$ cat src/rtl/imc_shift_accumulator_if.sv
// Handshake bundle for imc_shift_accumulator: bit-plane input, drained word output, status.
// slave = accumulator side, master = the block feeding planes and draining words.
interface imc_shift_accumulator_if #(
  parameter int COLS  = 16,
  parameter int ADC_W = 4,
  parameter int ACC_W = 16
);
  logic                    start;
  logic                    adc_valid;
  logic                    adc_ready;
  logic [COLS*ADC_W-1:0]   adc_data;
  logic                    out_valid;
  logic                    out_ready;
  logic [2*ACC_W-1:0]      out_data;
  logic                    busy;
  logic                    done;

  modport master (
    output start, adc_valid, adc_data, out_ready,
    input  adc_ready, out_valid, out_data, busy, done
  );

  modport slave (
    input  start, adc_valid, adc_data, out_ready,
    output adc_ready, out_valid, out_data, busy, done
  );
endinterface

$ cat src/rtl/imc_shift_accumulator.sv
// Shift-add accumulation of CIM ADC bit-planes (MSB first) into per-column sums, drained two columns per word.
// Define IMC_ACC_SIGNED_EN for two's-complement activations (MSB plane carries negative weight).
module imc_shift_accumulator #(
  parameter int COLS    = 16,
  parameter int ADC_W   = 4,
  parameter int IN_BITS = 8,
  parameter int ACC_W   = 16
) (
  input  logic                   clk,
  input  logic                   rst,
  imc_shift_accumulator_if.slave bus
);

  localparam int NWORDS = COLS / 2;
  localparam int PW     = (IN_BITS > 1) ? $clog2(IN_BITS) : 1;
  localparam int WW     = (NWORDS > 1)  ? $clog2(NWORDS)  : 1;

  typedef enum logic [1:0] {
    IDLE,
    ACCUM,
    DRAIN
  } state_t;

  state_t            state_q, state_d;
  logic [PW-1:0]     plane_cnt;
  logic [WW-1:0]     word_idx;
  logic              done_q;
  logic [ACC_W-1:0]  acc   [COLS];
  logic [ACC_W-1:0]  acc_d [COLS];

  logic              adc_beat, out_beat, last_plane, last_word;
  logic [WW:0]       lo_sel, hi_sel;

  assign adc_beat   = bus.adc_valid & (state_q == ACCUM);
  assign out_beat   = bus.out_ready & (state_q == DRAIN);
  assign last_plane = (plane_cnt == PW'(IN_BITS - 1));
  assign last_word  = (word_idx == WW'(NWORDS - 1));

  always_comb begin
    state_d = state_q;
    case (state_q)
      IDLE:    if (bus.start)              state_d = ACCUM;
      ACCUM:   if (adc_beat && last_plane) state_d = DRAIN;
      DRAIN:   if (out_beat && last_word)  state_d = IDLE;
      default:                             state_d = IDLE;
    endcase
  end

  always_comb begin
    for (int unsigned c = 0; c < COLS; c++) begin
`ifdef IMC_ACC_SIGNED_EN
      // MSB plane is the sign plane: start from its negated contribution.
      if (plane_cnt == '0)
        acc_d[c] = '0 - ACC_W'(bus.adc_data[c*ADC_W +: ADC_W]);
      else
        acc_d[c] = (acc[c] << 1) + ACC_W'(bus.adc_data[c*ADC_W +: ADC_W]);
`else
      acc_d[c] = (acc[c] << 1) + ACC_W'(bus.adc_data[c*ADC_W +: ADC_W]);
`endif
    end
  end

  always_ff @(posedge clk or posedge rst) begin
    if (rst) begin
      state_q   <= IDLE;
      plane_cnt <= '0;
      word_idx  <= '0;
      done_q    <= 1'b0;
      for (int unsigned c = 0; c < COLS; c++) acc[c] <= '0;
    end else begin
      state_q <= state_d;
      done_q  <= out_beat & last_word;
      if (state_q == IDLE && bus.start) begin
        plane_cnt <= '0;
        word_idx  <= '0;
        for (int unsigned c = 0; c < COLS; c++) acc[c] <= '0;
      end
      if (adc_beat) begin
        plane_cnt <= plane_cnt + 1'b1;
        for (int unsigned c = 0; c < COLS; c++) acc[c] <= acc_d[c];
      end
      if (out_beat) word_idx <= last_word ? '0 : word_idx + 1'b1;
    end
  end

  assign lo_sel = {word_idx, 1'b0};
  assign hi_sel = {word_idx, 1'b1};

  assign bus.adc_ready = (state_q == ACCUM);
  assign bus.out_valid = (state_q == DRAIN);
  assign bus.busy      = (state_q != IDLE);
  assign bus.done      = done_q;
  assign bus.out_data  = {acc[hi_sel], acc[lo_sel]};

endmodule
$ cat src/flat_wrapper.sv
// flat-port wrapper written by rule: the top's interface ports become plain ports
module imc_shift_accumulator_flat 
#(
  parameter int COLS    = 16,
  parameter int ADC_W   = 4,
  parameter int IN_BITS = 8,
  parameter int ACC_W   = 16
)
  (clk, rst, bus_start, bus_adc_valid, bus_adc_data, bus_out_ready, bus_adc_ready, bus_out_valid, bus_out_data, bus_busy, bus_done);
  imc_shift_accumulator_if #(.COLS(COLS), .ADC_W(ADC_W), .ACC_W(ACC_W)) bus_i ();
  input  logic clk;
  input  logic rst;
  input wire logic [$bits(bus_i.start)-1:0] bus_start;
  input wire logic [$bits(bus_i.adc_valid)-1:0] bus_adc_valid;
  input wire logic [$bits(bus_i.adc_data)-1:0] bus_adc_data;
  input wire logic [$bits(bus_i.out_ready)-1:0] bus_out_ready;
  output wire logic [$bits(bus_i.adc_ready)-1:0] bus_adc_ready;
  output wire logic [$bits(bus_i.out_valid)-1:0] bus_out_valid;
  output wire logic [$bits(bus_i.out_data)-1:0] bus_out_data;
  output wire logic [$bits(bus_i.busy)-1:0] bus_busy;
  output wire logic [$bits(bus_i.done)-1:0] bus_done;
  assign bus_i.start = bus_start;
  assign bus_i.adc_valid = bus_adc_valid;
  assign bus_i.adc_data = bus_adc_data;
  assign bus_i.out_ready = bus_out_ready;
  assign bus_adc_ready = bus_i.adc_ready;
  assign bus_out_valid = bus_i.out_valid;
  assign bus_out_data = bus_i.out_data;
  assign bus_busy = bus_i.busy;
  assign bus_done = bus_i.done;
  imc_shift_accumulator #(.COLS(COLS), .ADC_W(ADC_W), .IN_BITS(IN_BITS), .ACC_W(ACC_W)) u_core (.clk(clk), .rst(rst), .bus(bus_i));
endmodule
$ cat config.mk
export PLATFORM = sky130hd
export DESIGN_NAME = imc_shift_accumulator_flat
export DESIGN_NICKNAME = d
export VERILOG_FILES = /design/src/rtl/imc_shift_accumulator_if.sv /design/src/rtl/imc_shift_accumulator.sv /design/src/flat_wrapper.sv
export SDC_FILE = /design/constraint.sdc
export NUM_CORES = 1
export LEC_CHECK = 0
export BUFFER_PORTS_ARGS = -buffer_cell sky130_fd_sc_hd__buf_2
export CORE_UTILIZATION = 51
export CTS_BUF_LIST = sky130_fd_sc_hd__clkbuf_4 sky130_fd_sc_hd__clkbuf_8
export DETAILED_ROUTE_END_ITERATION = 8
export GPL_ROUTABILITY_DRIVEN = 0
export PLACE_DENSITY = 0.75
export SETUP_SLACK_MARGIN = 0.15
export SKIP_LAST_GASP = 1
export SLEW_MARGIN = 20
export SYNTH_ARGS = -nofsm -noshare
export SYNTH_HDL_FRONTEND = slang
export SYNTH_SLANG_ARGS = --single-unit
$ cat constraint.sdc
create_clock -name clk -period 16.52 [get_ports clk]
set_input_delay 2.478 -clock clk [delete_from_list [all_inputs] [get_ports clk]]
set_output_delay 2.478 -clock clk [all_outputs]
set_load 0.02 [all_outputs]
==> results of run 1 <==
layout by cell type (no fill, tap or decap), types with 9 or more instances in the layout:
master / netlist / final
nor2b_1: 19 / 19
dfrtp_1: 265 / 263
nor3_1: 18 / 18
and4_1: 25 / 25
ha_1: 52 / 52
clkbuf_4: 0 / 18
and3_1: 27 / 27
o2111ai_1: 28 / 28
clkbuf_8: 2 / 60
inv_1: 56 / 55
nand2_1: 356 / 356
o211ai_1: 50 / 50
a22o_1: 38 / 38
and2_1: 10 / 10
a21o_1: 9 / 9
a21oi_1: 44 / 44
nand3_1: 60 / 60
a211o_1: 10 / 10
fa_1: 16 / 16
a221o_1: 13 / 13
xnor2_1: 66 / 66
mux4_2: 63 / 63
a211oi_1: 18 / 18
xor2_1: 91 / 91
nor2_1: 36 / 36
o21ai_0: 200 / 200
buf_2: 56 / 104
or4_1: 18 / 18
nand4_1: 34 / 34
metrics by stage:
| stage | hold WS [ps] | utilization (%) | power, mW | instance area, um^2 |
|---|---|---|---|---|
| 6_report | 483 | 56.3 | 3.29 | 18800 |
| 5_1_grt | 525 | 56.3 | 3.50 | 18800 |
| 3_5_place_dp | 471 | 53.4 | 2.62 | 17800 |
| 2_1_floorplan | 445 | - | 2.20 | 17300 |
| 4_1_cts | 484 | 56.3 | 3.26 | 18800 |
| 3_3_place_gp | 461 | 53.4 | 2.56 | 17800 |
metal layers:
metal | GRT usage (%) | routed length (um) | part of all wire, %
met3 | 4.24 | 4050 | 8.2
met4 | 13.0 | 2230 | 4.5
met1 | 42.4 | 21200 | 43
met2 | 43.7 | 21900 | 44
met5 | 0 | 0 | 0
cell type report:
type	count	area, um^2	share of cell area (%)
repair buffers	114	607	3.22
clock buffers	78	961	5.10
multi-input cells	1377	9840	52.2
clock inverters	3	15.0	0.0797
well taps	448	561	2.98
flip-flops and latches	265	6640	35.2
inverters	56	218	1.16
flip-flops by register name, indices dropped and copies added (netlist names):
name,flops
u_core.plane_cnt,3
u_core.word_idx,3
u_core.acc,256
u_core.bus.done,1
u_core.state_q,2
logic make-up after synthesis:
logic type                 synth area share [%]
adders and majority gates                  5.62
and+or+nand+nor                            17.5
DFF                                        38.4
AOI/OAI and AO/OA                          17.3
xor gates and xnor gates                   7.95
muxes                                      8.47
buffers and inverters                      4.80
how the worst max path moves through the flow:
stage | from | to | slack, ps | cells past startpoint
after floorplan | rst | u_core.acc[0] | 6750 | 1
after global placement | bus_adc_valid | u_core.acc[60] | 11280 | 7
after detailed placement | bus_adc_valid | u_core.acc[218] | 11260 | 7
after CTS | u_core.word_idx[0] | bus_out_data[1] | 10680 | 4
after global routing | u_core.word_idx[0] | bus_out_data[1] | 10830 | 4
final | u_core.word_idx[0] | bus_out_data[1] | 10970 | 4
critical path: stages, from the launching register on:
cell and delay, ps:
dfrtp_4 570, buf_6 590, mux4_2 610, o21ai_0 410, buf_2 260
power groups by stage:
stage	combinational, mW	clock, mW	sequential, mW
final	1.23	0.638	1.42
after global routing	1.37	0.674	1.46
after CTS	1.23	0.644	1.39
after detailed placement	1.22	0	1.40
after global placement	1.18	0	1.39
after floorplan	1.04	0	1.17
==> results.toml, run 1 <==
[floorplanning]
ios = 105
die_area_um2 = 34600
rows = 67
initial_core_util_pct = 51.7
fp.dieW_um = 186
die_h_um = 186
core_um2 = 33400

[worst_setup_path]
crit_type = "reg2out"
r2r-start = "u_core.state_q[1]"
r2r_slack_ps = 13150
cp_data_required_time_ps = 14040
cp-start-kind = "flop"
regToRegEndpoint = "u_core.acc[218]"
r2r_cells = 6
crit_arrival_ps = 3070
cp_max_fo = 54
crit_path_end_kind = "output port"

[cts]
ctsHoldBuffers = 0
clockBufferDepth = 3
htree_num_levels = 2
numClockSinks = 265
path_clk_slew_ps = 60
cts_tree = "done"
root_buffer = "clkbuf_8"
clk_latency_ps = 580
cts_resized = 0
numCtsBuffers = 48
cts_setup_buffers = 0

[finish]
num-fill-cells = 2845
drive_gt1_share_pct = 15.1
antenna_cells = 0
stdcell_count = 2341
syn2layout_area_growth_pct = 8.91
finalNetCount = 1999

[drt]
drc = 2
drt_iter0_drc = 1493
vias_per_cell = 6.35
vias = 14900
wl_per_cell_um = 21.1
postRouteAntennaNets = 0
drt-total-wl_mm = 49.4
drtPass1Iterations = 7

[power_and_ir_drop]
p_per_area_nw_per_um2 = 175
power.share.combinational_pct = 37.4
seqPwrFrac_pct = 43.2
leakage_nw = 7.89
switchingPower_mw = 1.46
switching_share_pct = 44.3
clkPwrFrac_pct = 19.4
internal_power_mw = 1.83
ir_drop_mv = 0.0989

[grt]
first_global_vias = 13900
grt-ovfl-total = 0
track_usage_pct = 29.3
antenna_found_initial = 0
grt_max_degree = 117
grt_pass1_wl_mm = 78.4

[timing]
fin_crit_ps = 5550
grt_setup_unrepaired = "no"
setup_ws_ps = 10970
fin_crit_sh_pct = 33.6
finalSetupViolCount = 0
hold_viol = 0
tightest_slew_ps = 1100
max_slew_margin_pct = 26.6
max_freq_mhz = 180
tns_ps = 0
fin_skew_ps = 17.2
drv_slew = 0

[synthesis]
yosysWarnings = 0
yosysMostFrequentCell = "nand2_1"
synthTopCellsByCount = "nand2_1, dfrtp_1, o21ai_0, xor2_1, xnor2_1"
synth_flop_cell = "dfrtp_1"
synth_top_area_share_pct = 38.4
yosys.area.top_type = "dfrtp_1"
synth_cell_types = 69
synth_fp_nets = 1959
netlist_area_um2 = 17300
post_synth.cell_area_avg_um2 = 9.49
ys_ff_latch = 265
synth_edf_count = 0
synthCells = 1822
async_flop_share_pct = 100
yosysSeqAreaShare_pct = 38.4
synth_area_leaders = "dfrtp_1, mux4_2, nand2_1, o21ai_0, xor2_1"

[placed_design]
portBuffers = 104
dp_hpwl_mm = 34.3
place_inst = 2260
dp_slack_ps = 11260

[status]
violations = "DRC"
status = "finished, violations left"

[min_path]
min_to = "u_core.acc[255]"
hp-class = "reg2reg"
worstHoldPathCells = 2
hold_start = "u_core.acc[255]"

[flow_run]
maxCapViolations = 0
(Power assumes the default switching activity.)
==> inputs of run 2 (changes only) <==
==> constraint.sdc (replaced) <==
create_clock -name clk -period 5.7 [get_ports clk]
set_input_delay 0.855 -clock clk [delete_from_list [all_inputs] [get_ports clk]]
set_output_delay 0.855 -clock clk [all_outputs]
set_load 0.02 [all_outputs]
==> run 2 against run 1 <==
The flow now finishes without violations. Die area did not move. Worst hold slack improved by 3.5 ps. Global-route usage barely moved. Sequential power rose to 2.9 times the previous value. Sequential share of layout area fell by 0.43 points. Total power rose to 3.0 times the previous value. Critical path type unchanged.
==> results.toml, run 2 (synthesis gave the netlist of run 1 again) <==
[status]
status = "complete, no violations"

[cts]
root_buffer = "clkbuf_8"
path_clk_slew_ps = 60
htree_num_levels = 2
ctsHoldBuffers = 0
clk_latency_ps = 590
clockBufferDepth = 3
cts_setup_buffers = 0
numCtsBuffers = 47
numClockSinks = 265
cts_tree = "done"
cts_resized = 0

[finish]
layout_common_cells = "nand2_1, dfrtp_1, o21ai_0, buf_2, xor2_1"
antenna_cells = 0
largest_register = "u_core.acc"
num-fill-cells = 2831
largest_reg_flops = 256
reg_top3 = "u_core.acc x256, u_core.plane_cnt x3, u_core.word_idx x3"
final_util_pct = 57.0
stdcell_count = 2350
mostFrequentLayoutCell = "nand2_1"
finalNetCount = 2002
drive_gt1_share_pct = 15.5
multi_input_area_um2 = 9840
syn2layout_area_growth_pct = 10.3
seq_area_um2 = 6640

[floorplanning]
die_h_um = 186
die_area_um2 = 34600
core_um2 = 33400
rows = 67
fp.dieW_um = 186
ios = 105
initial_core_util_pct = 51.7

[min_path]
hp-class = "in2reg"
hold_start = "bus_adc_data[12]"

[timing]
setup_ws_ps = 1930
fin_crit_sh_pct = 66.1
max_freq_mhz = 265
tns_ps = 0
finalSetupViolCount = 0
hold_viol = 0
grt_setup_unrepaired = "no"
fin_skew_ps = 23.5
fin_crit_ps = 3770
tightest_slew_ps = 1100
drv_slew = 0
max_slew_margin_pct = 26.3

[worst_setup_path]
cp_slowest_cell = "dfrtp_4"
cp_max_fo = 38
crit_arrival_ps = 2910
crit_path_end_kind = "output port"
cp_common_cell = "nand2_1"
r2r-start = "u_core.state_q[0]"
cp-start-kind = "flop"
crit_type = "reg2out"
slowest_delay_ps = 620
crit_chain = "buf_16 -> buf_4 -> mux4_2 -> nand2_1 -> nand2_1 -> buf_2"
cp_data_required_time_ps = 4850
startpoint = "u_core.word_idx[0]"

[placed_design]
dp_slack_ps = 2270
dp_hpwl_mm = 34.2
place_inst = 2263
portBuffers = 104

[drt]
routed.top_layer = "met4"
postRouteAntennaNets = 0
drt-total-wl_mm = 49.0
drt-met1-wl_mm = 19.9
wl_met2_mm = 22.8
drc = 0
vias = 14900
drt_iter0_drc = 1545
wl_per_cell_um = 20.9
dr_wl_met3_mm = 3.74
drtPass1Iterations = 5
vias_per_cell = 6.36

[grt]
grt-ovfl-total = 0
track_usage_pct = 29.3
first_global_vias = 14400
grt_max_degree = 177
antenna_found_initial = 2
grt_pass1_wl_mm = 79.0

[power_and_ir_drop]
seqPwrFrac_pct = 42.2
p_per_area_nw_per_um2 = 515
leakage_nw = 7.99
clkPwrFrac_pct = 21.5
ir_drop_mv = 0.303
switchingPower_mw = 4.29
power.share.combinational_pct = 36.3
internal_power_mw = 5.53
switching_share_pct = 43.7

[flow_run]
maxCapViolations = 0
[run 2: layout make-up]
| class | instances | area share [%] |
|---|---|---|
| sequential | 265 | 34.8 |
| clock inverter | 15 | 0.932 |
| inverter | 56 | 1.12 |
| timing repair buffer | 118 | 3.58 |
| multi-input combinational | 1377 | 51.6 |
| clock buffer | 71 | 5.03 |
| tap | 448 | 2.94 |
[run 2: critical path, delay by kind of cell (launching register included)]
family,cells,cell delay [ps]
buffers and inverters,3,850
flip-flops,1,620
multiplexers,1,560
AND/OR/NAND/NOR,2,270
[run 2: worst paths after layout]
path	end	slack (ps)	cells past startpoint
worst max-delay path	bus_out_data[14]	1930	6
worst min-delay path	u_core.acc[192]	490	2
worst max register to register	u_core.plane_cnt[1]	3010	4
worst min register to register	u_core.plane_cnt[0]	500	1
max in group asynchronous	u_core.acc[236]	4490	3
min in group asynchronous	u_core.acc[245]	530	3
[run 2: layer usage]
metal  vias up  track usage (%)
li1       6721                -
met3       160             5.57
met5         -                0
met4         0             14.9
met2       669             46.7
met1      7385             38.2
[run 2: power groups by stage]
| stage | Combinational (mW) | Clock, mW | Sequential [mW] |
|---|---|---|---|
| final | 3.56 | 2.11 | 4.14 |
| after global routing | 3.97 | 2.23 | 4.25 |
| after CTS | 3.52 | 2.14 | 4.12 |
| after detailed placement | 3.50 | 0 | 4.13 |
| after global placement | 3.37 | 0 | 4.11 |
| after floorplan | 3.01 | 0 | 3.38 |
[run 2: through the flow]
| step | area [um^2] | power, mW | hold WS, ps |
|---|---|---|---|
| after global routing | 19100 | 10.5 | 480 |
| after detailed placement | 17900 | 7.63 | 483 |
| after CTS | 19000 | 9.77 | 459 |
| after floorplan | 17300 | 6.39 | 445 |
| after global placement | 17900 | 7.48 | 482 |
| final | 19100 | 9.82 | 487 |
==> inputs of run 3 (changes only) <==
--- a/config.mk
+++ b/config.mk
@@ -10,7 +10,7 @@
 export CTS_BUF_LIST = sky130_fd_sc_hd__clkbuf_4 sky130_fd_sc_hd__clkbuf_8
 export DETAILED_ROUTE_END_ITERATION = 8
 export GPL_ROUTABILITY_DRIVEN = 0
-export PLACE_DENSITY = 0.75
+export PLACE_DENSITY = 0.77
 export SETUP_SLACK_MARGIN = 0.15
 export SKIP_LAST_GASP = 1
 export SLEW_MARGIN = 20
==> constraint.sdc (replaced) <==
create_clock -name clk -period 3.35 [get_ports clk]
set_input_delay 0.5025 -clock clk [delete_from_list [all_inputs] [get_ports clk]]
set_output_delay 0.5025 -clock clk [all_outputs]
set_load 0.02 [all_outputs]
==> run 3 against run 2 <==
The run now ends with DRC left. Via count shrank 0.32%. Non-clock buffer count increased by 22. Cell count increased by 0.72%. Worst hold slack got worse by 440 ps. Combinational power is 76% higher. Register-to-register slack worse by 2100 ps. Critical path depth decreased by 1. Sequential share of layout area fell by 0.14 points. Routed wire length is 0.60% higher. Count of clock-buffer cells in the layout up 5. Utilization rose by 0.23 points.
==> results.toml, run 3 (synthesis gave the netlist of run 1 again) <==
[floorplanning]
ios = 105
fp.dieW_um = 186
die_h_um = 186
rows = 67
die_area_um2 = 34600
core_um2 = 33400
initial_core_util_pct = 51.7

[timing]
max_slew_margin_pct = 43.0
fin_crit_sh_pct = 91.7
fin_skew_ps = 37.5
hold_viol = 0
fin_crit_ps = 3070
grt_setup_unrepaired = "no"
max_freq_mhz = 325
tightest_slew_ps = 855
tns_ps = 0
drv_slew = 0
finalSetupViolCount = 0
worst_hold_slack_ps = 48.2

[worst_setup_path]
critical_path_buf_inv_count = 2
cp_max_fo = 27
slowest_delay_ps = 780
cp_slowest_cell = "dfrtp_2"
crit_path_end_kind = "output port"
crit_type = "reg2out"
cp-start-kind = "flop"
r2r_slack_ps = 930
crit_chain = "buf_4 -> mux4_2 -> nand2_1 -> nand2_1 -> buf_2"
cp_top_family = "flip-flops"
crit_arrival_ps = 2570
cp_data_required_time_ps = 2850
cp_common_cell = "nand2_1"

[finish]
layout_common_cells = "nand2_1, dfrtp_1, o21ai_0, buf_2, xor2_1"
drive_gt1_share_pct = 16.3
largest_register = "u_core.acc"
mostFrequentLayoutCell = "nand2_1"
final_util_pct = 57.2
antenna_cells = 0
reg_top3 = "u_core.acc x256, u_core.plane_cnt x3, u_core.word_idx x3"
largest_reg_flops = 256
finalNetCount = 2025
syn2layout_area_growth_pct = 10.7

[drt]
wl_per_cell_um = 20.8
drtPass1Iterations = 8
drt-total-wl_mm = 49.3
drc = 2
vias = 14900
postRouteAntennaNets = 0
drt_iter0_drc = 1543
vias_per_cell = 6.29

[power_and_ir_drop]
power_mw = 16.4
p_per_area_nw_per_um2 = 857
leakage_nw = 8.05
ir_drop_mv = 0.463

[grt]
first_global_vias = 14300
grt_pass1_wl_mm = 78.8
grt_max_degree = 90
antenna_found_initial = 0
grt-ovfl-total = 0
track_usage_pct = 29.4

[cts]
clk_latency_ps = 600
numCtsBuffers = 48
numClockSinks = 265
clockBufferDepth = 3
cts_tree = "done"
htree_num_levels = 2
path_clk_slew_ps = 60
root_buffer = "clkbuf_8"
ctsHoldBuffers = 0

[placed_design]
portBuffers = 104
dp_hpwl_mm = 35.4

[flow_run]
maxCapViolations = 0

[status]
violations = "DRC"
status = "finished, violations left"

[min_path]
hp-class = "in2async"
## run 3: cell count changes in the layout (fill, tap and decap cells not counted), sizes merged
| cell | previous run | this run |
|---|---|---|
| buf | 118 | 140 |
| clkinv | 11 | 3 |
| clkbuf | 71 | 76 |
| bufinv | 4 | 0 |
| inv | 54 | 56 |
## run 3: path summary, 6_finish.rpt
| kind | startpoint | endpoint | cells after the start |
|---|---|---|---|
| setup / recovery | u_core.word_idx[1] | bus_out_data[14] | 5 |
| hold / removal | rst | u_core.acc[170] | 2 |
| setup reg to reg | u_core.acc[128] | u_core.acc[143] | 7 |
| hold reg to reg | u_core.acc[255] | u_core.acc[255] | 2 |
| max in group asynchronous | rst | u_core.acc[78] | 3 |
| min in group clk | bus_adc_data[28] | u_core.acc[128] | 2 |
## run 3: stage by stage
stage                     area [um^2]  setup slack [ps]  cells
after detailed placement        18100               776   2280
after CTS                       19100               153   2361
after floorplan                 17300              -650   1822
after global routing            19100               192   2367
final                           19100               277   2367
after global placement          18100               821   2280
## run 3: layout make-up
| type | instances | area [um^2] |
|---|---|---|
| fillers | 2852 | 14300 |
| clock inverters | 5 | 31.3 |
| well taps | 448 | 561 |
| inverters | 56 | 214 |
| multi-input cells | 1377 | 9840 |
| repair buffers | 140 | 920 |
| clock buffers | 76 | 946 |
| flip-flops and latches | 265 | 6640 |
## run 3: layer usage
layer	part of all wire [%]	wire [um]	track usage, %	up-vias
met3	7.8	3860	4.48	137
met4	4.4	2170	13.2	0
met2	48	23700	48.3	665
met5	0	0	0	-
met1	40	19600	38.6	7334
li1	-	-	-	6751
## run 3: timing repair
item,CTS,global route
resized for setup,0,1
setup buffers,0,6
setup endpoints to repair,0,11
## run 3: report_power, final
part	total (mW)	switching, mW	internal [mW]
clock network	3.15	1.37	1.78
registers	6.98	2.40	4.58
logic	6.28	3.47	2.81
total	16.4	7.25	9.16
